`config.mk`:
```
export PLATFORM = sky130hd
export DESIGN_NAME = word_serial_adder_ctrl
export DESIGN_NICKNAME = d
export VERILOG_FILES = /design/src/rtl/mac_pkg.sv /design/src/rtl/Full_Adder_P_bit.sv /design/src/rtl/word_serial_adder_ctrl.sv
export SDC_FILE = /design/constraint.sdc
export NUM_CORES = 1
export LEC_CHECK = 0
export BUFFER_PORTS_ARGS = -buffer_cell sky130_fd_sc_hd__buf_2
export CAP_MARGIN = 15
export CORE_ASPECT_RATIO = 1.1
export CORE_UTILIZATION = 54
export DETAILED_ROUTE_END_ITERATION = 6
export PLACE_DENSITY_LB_ADDON = 0.3
export SYNTH_ARGS = -nofsm -noshare
export SYNTH_HDL_FRONTEND = slang
export SYNTH_SLANG_ARGS = --single-unit
```
`constraint.sdc`:
```
create_clock -name clk -period 2.8 [get_ports clk]
set_input_delay 0.14 -clock clk [delete_from_list [all_inputs] [get_ports clk]]
set_output_delay 0.14 -clock clk [all_outputs]
set_load 0.01 [all_outputs]
```
`src/rtl/mac_pkg.sv`:
```
// Shared definitions for the MAC accumulate path: controller states and width helper.
package mac_pkg;

  typedef enum logic [1:0] {
    IDLE = 2'd0,
    RUN  = 2'd1,
    DONE = 2'd2
  } state_t;

  // Full operand width for a word-serial datapath of n slices of p bits.
  function automatic int word_width(input int p, input int n);
    return p * n;
  endfunction

endpackage

```
`src/rtl/Full_Adder_P_bit.sv`:
```
// P-bit ripple-carry adder slice; the only arithmetic in the word-serial datapath.
module Full_Adder_P_bit #(
  parameter int P = 4
) (
  input  logic [P-1:0] a,
  input  logic [P-1:0] b,
  input  logic         cin,
  output logic [P-1:0] s,
  output logic         cout
);

  logic [P:0] c;

  assign c[0] = cin;

  for (genvar i = 0; i < P; i++) begin : g_bit
    assign s[i]   = a[i] ^ b[i] ^ c[i];
    assign c[i+1] = (a[i] & b[i]) | (c[i] & (a[i] ^ b[i]));
  end

  assign cout = c[P];

endmodule

```
`src/rtl/word_serial_adder_ctrl.sv`:
```
// Word-serial add/subtract: one P-bit slice per cycle, LSW first, carry chained
// through a register; valid/ready on both sides, no overlap between operations.
module word_serial_adder_ctrl
  import mac_pkg::*;
#(
  parameter  int P       = 4,
  parameter  int N_WORDS = 4,
  localparam int W       = word_width(P, N_WORDS)
) (
  input  logic         clk,
  input  logic         rst_n,
  input  logic         clr,
  input  logic         in_valid,
  output logic         in_ready,
  input  logic         sub,
  input  logic [W-1:0] a,
  input  logic [W-1:0] b,
  output logic         out_valid,
  input  logic         out_ready,
  output logic [W-1:0] sum,
  output logic         cout,
  output logic         ovf
);

  localparam int             IW   = $clog2(N_WORDS);
  localparam logic [IW-1:0]  LAST = IW'(N_WORDS - 1);

  state_t        state, state_nxt;
  logic [W-1:0]  a_sh, b_sh;
  logic          carry;
  logic          a_msb, b_msb;
  logic [IW-1:0] idx;
  logic [P-1:0]  s_slice;
  logic          c_slice;
  logic          accept, last;

  assign accept    = (state == IDLE) && in_valid && !clr;
  assign last      = (state == RUN) && (idx == LAST);
  assign in_ready  = (state == IDLE);
  assign out_valid = (state == DONE);

  Full_Adder_P_bit #(.P(P)) u_slice (
    .a    (a_sh[P-1:0]),
    .b    (b_sh[P-1:0]),
    .cin  (carry),
    .s    (s_slice),
    .cout (c_slice)
  );

  always_ff @(posedge clk or negedge rst_n) begin
    if (!rst_n) state <= IDLE;
    else        state <= state_nxt;
  end

  always_comb begin
    state_nxt = state;
    case (state)
      IDLE:    if (in_valid)     state_nxt = RUN;
      RUN:     if (idx == LAST)  state_nxt = DONE;
      DONE:    if (out_ready)    state_nxt = IDLE;
      default:                   state_nxt = IDLE;
    endcase
    if (clr) state_nxt = IDLE;
  end

  // Operands are consumed from the bottom; the result is shifted in from the top
  // so after N_WORDS slices it lands word-aligned in sum.
  always_ff @(posedge clk or negedge rst_n) begin
    if (!rst_n) begin
      a_sh  <= '0;
      b_sh  <= '0;
      carry <= 1'b0;
      a_msb <= 1'b0;
      b_msb <= 1'b0;
      idx   <= '0;
      sum   <= '0;
      cout  <= 1'b0;
      ovf   <= 1'b0;
    end else if (clr) begin
      carry <= 1'b0;
      idx   <= '0;
      sum   <= '0;
      cout  <= 1'b0;
      ovf   <= 1'b0;
    end else if (accept) begin
      a_sh  <= a;
      b_sh  <= sub ? ~b : b;
      carry <= sub;
      a_msb <= a[W-1];
      b_msb <= sub ? ~b[W-1] : b[W-1];
      idx   <= '0;
    end else if (state == RUN) begin
      a_sh  <= a_sh >> P;
      b_sh  <= b_sh >> P;
      carry <= c_slice;
      sum   <= {s_slice, sum[W-1:P]};
      if (last) begin
        idx  <= '0;
        cout <= c_slice;
        ovf  <= (a_msb == b_msb) && (s_slice[P-1] != a_msb);
      end else begin
        idx  <= idx + 1'b1;
      end
    end
  end

endmodule

```
==> metrics.txt <==
status=completed; met3 WL=196 microns; mux share of post-synthesis cell area=0.370%; Max Clk Rate=0.418 GHz; CP top delay family=adder cells; Yosys reg bits=57; Slowest-stage cell, CP=fa_1; largest net degree at the start of global routing=42; Post-synth EDFFs=0; Setup-failing EPs final=0; DIE AREA=5290 sq um; largest family of logic cells by synthesized area=compound AO/OA/AOI/OAI gates; routed wl met2=2.54 mm; VDD IR max=0.000375 V; xor-xnor portion of the synthesized cell area=5.18%; GRT Total Usage=21.8%; WL final=5.18 mm; ys flop type=dfrtp_1; DR iter-0 viols=127; Max-cap violations=0; worst skew pair latency=0.33 ns; P per Cell Area=700 nW/um^2; Sw Pwr=602 uW; origin of the worst setup path=a_sh[0]; Leak=1.58 nW; Async S/R FF share, synth=100%; # fillers=384; average vias per placed instance=5.63; Port Buffers=57; adder-cell share of the synthesized area=3.42%; RSZ-0062 raised after global routing=false; vias=2034; CTS tree=built; Critical Path AT=2.64 ns; min cycle time layout=2.39 ns; PostCTS Resize Cnt=0; Pre-antenna DRT Iters=4; area share of and/or/nand/nor cells after synthesis=11.1%; CP max FO=3; Top Layer Used=met4; initial antenna violation count=0; skew final=0.00640 ns; CTS max path bufs=2; Rows=26; post-synthesis compound-gate area fraction=21.9%; Antenna Nets Post-Route=0; crit end category=flop; HPWL Detailed=3.54 mm; Slew @ Worst Pin=1.01 ns; sw frac=26.8%; first-pass GRT wire length=9.18 mm; GPL Wtd Cong=0.746; H-tree depth=3; vias in the first global route=2026; ANT cells=0; Avg Synthesized Cell Area=11.0 sq um; Area Overhead vs Synth=19.0%; Avg WL per Cell=14.4 microns; FF/Latch Area=1430 sq um; CTS root buf=clkbuf_8; Initial Utilization=57.3%; period utilization=85.4%; Hold Fails Final Rpt=0; Nets=344; # IOs=58; TritonCTS Sinks=57; clock share of power=37.4%; post-route DRC violation count=0; reg-to-reg startpoint=a_sh[0]; fraction of layout cells with a size suffix above 1=30.2%; Tot Pwr=2.25 mW; yosys warns=0; clk slew on worst S/H paths=0.06 ns; global route overflow=0; Die Ht=76.2 microns; most frequent CP cell=fa_1; Comb pwr share=17.4%; Unique masters post-synth=35; critical path class=flop to flop; Slew HR=32.5%; Chip Width=69.5 microns; sequential fraction of the synthesis area=52.8%; Critical Path RT=3.05 ns; CP Cell Sequence=inv_1, fa_1, inv_1, fa_1, fa_1, fa_1, nand3b_1, a211oi_1; footprint of the multi-input gates=1140 sq um; Cell Int Power=1.65 mW; worst hold path type=input pin to flop; number of buffers and inverters on the critical path=2; Syn Nets=288; worst hold slack=0.0249 ns; metal1 wirelength=2.33 mm; CP Launch Type=flop; Seq pwr share=45.3%; hold_sp=a[15]; core area=4720 sq um; CTS Buf Count=9; sum of negative setup slack=0 ns; Max stage delay on crit path=0.48 ns; cells after synthesis=245; Slew Viols, Final=0; synthesized cell area=2700 sq um
## worst paths after layout
check                                 to  slack, ns  cells past startpoint
worst max-delay path                 ovf       0.41                      8
worst min-delay path            a_sh[15]       0.02                      3
min in group asynchronous         sum[0]       0.49                      2
worst max register to register       ovf       0.41                      8
max in group asynchronous        b_sh[2]       1.55                      3
worst min register to register  b_sh[15]       0.49                      1
## cell families after synthesis
logic type / after synthesis
AO/OA/AOI/OAI: 79
AND/OR/NAND/NOR: 62
flip-flops: 57
buffers and inverters: 25
XOR/XNOR: 16
adder cells (fa/ha/maj): 5
multiplexers: 1
## worst register-to-register path: cells and delay by family (launching register included)
| family | cells | cell delay (ns) |
|---|---|---|
| AO/OA/AOI/OAI | 1 | 0.19 |
| buffers and inverters | 2 | 0.15 |
| flip-flops | 1 | 0.36 |
| AND/OR/NAND/NOR | 1 | 0.18 |
| adder cells (fa/ha/maj) | 4 | 1.43 |
## flip-flops by register name (all words and copies together) (netlist names)
| name | flops |
|---|---|
| cout | 1 |
| a_msb | 1 |
| b_sh | 16 |
| sum | 16 |
| state | 2 |
| carry | 1 |
| ovf | 1 |
| idx | 2 |
| b_msb | 1 |
| a_sh | 16 |
## metal layers
metal,GRT usage (%),vias up
li1,-,971
met1,28.2,993
met2,35.1,58
met3,3.97,12
met4,11.0,0
met5,0,-
## Yosys cell counts, drive strengths merged, types with 3 or more instances
library cell | instances | area [sq um]
a22o | 21 | 184
buf | 14 | 103
a22oi | 17 | 178
nor2 | 18 | 70.1
fa | 4 | 80.1
xnor2 | 13 | 114
dfrtp | 57 | 1430
xor2 | 3 | 26.3
nand2 | 28 | 105
a21oi | 33 | 165
clkbuf | 5 | 18.8
nand3 | 5 | 25.0
inv | 6 | 22.5
## power groups by stage
stage          clock network (mW)  registers, mW  logic, mW
6_report                    0.841           1.02      0.391
5_1_grt                     0.885           1.04      0.442
4_1_cts                     0.850           1.02      0.398
3_5_place_dp                    0           1.03      0.396
3_3_place_gp                    0           1.03      0.385
2_1_floorplan                   0           1.02      0.281
## layout by cell type, fill, tap and decap left out, types with 6 or more instances in the layout
cell       n
nor2_1    17
inv_1      6
a22oi_1    7
xnor2_1   13
dfrtp_1   57
a22o_1    21
clkbuf_8  10
buf_2     57
nand2_1   28
buf_4      6
a22oi_2   10
a21oi_1   33
## through the flow
stage,util (%),cells,cell area (sq um),setup WS (ns)
3_3_place_gp,63.4,345,2990,0.476
5_1_grt,68.2,361,3220,0.268
4_1_cts,68.2,361,3220,0.394
6_report,68.2,361,3220,0.408
2_1_floorplan,-,245,2700,0.534
3_5_place_dp,63.4,345,2990,0.400
## repair_timing
| item | in CTS | in global routing |
|---|---|---|
| hold buffers | 1 | 0 |
| hold endpoints to repair | 40 | 0 |
| buffers inserted | 0 | 0 |
## area by class of cell
| class | instances | area share [%] |
|---|---|---|
| clock buffer | 10 | 4.28 |
| sequential | 57 | 44.3 |
| timing repair buffer | 64 | 10.6 |
| multi-input combinational | 163 | 35.4 |
| clock inverter | 5 | 2.49 |
| tap | 56 | 2.18 |
| inverter | 6 | 0.700 |
Power figures use the tool's default switching activity.
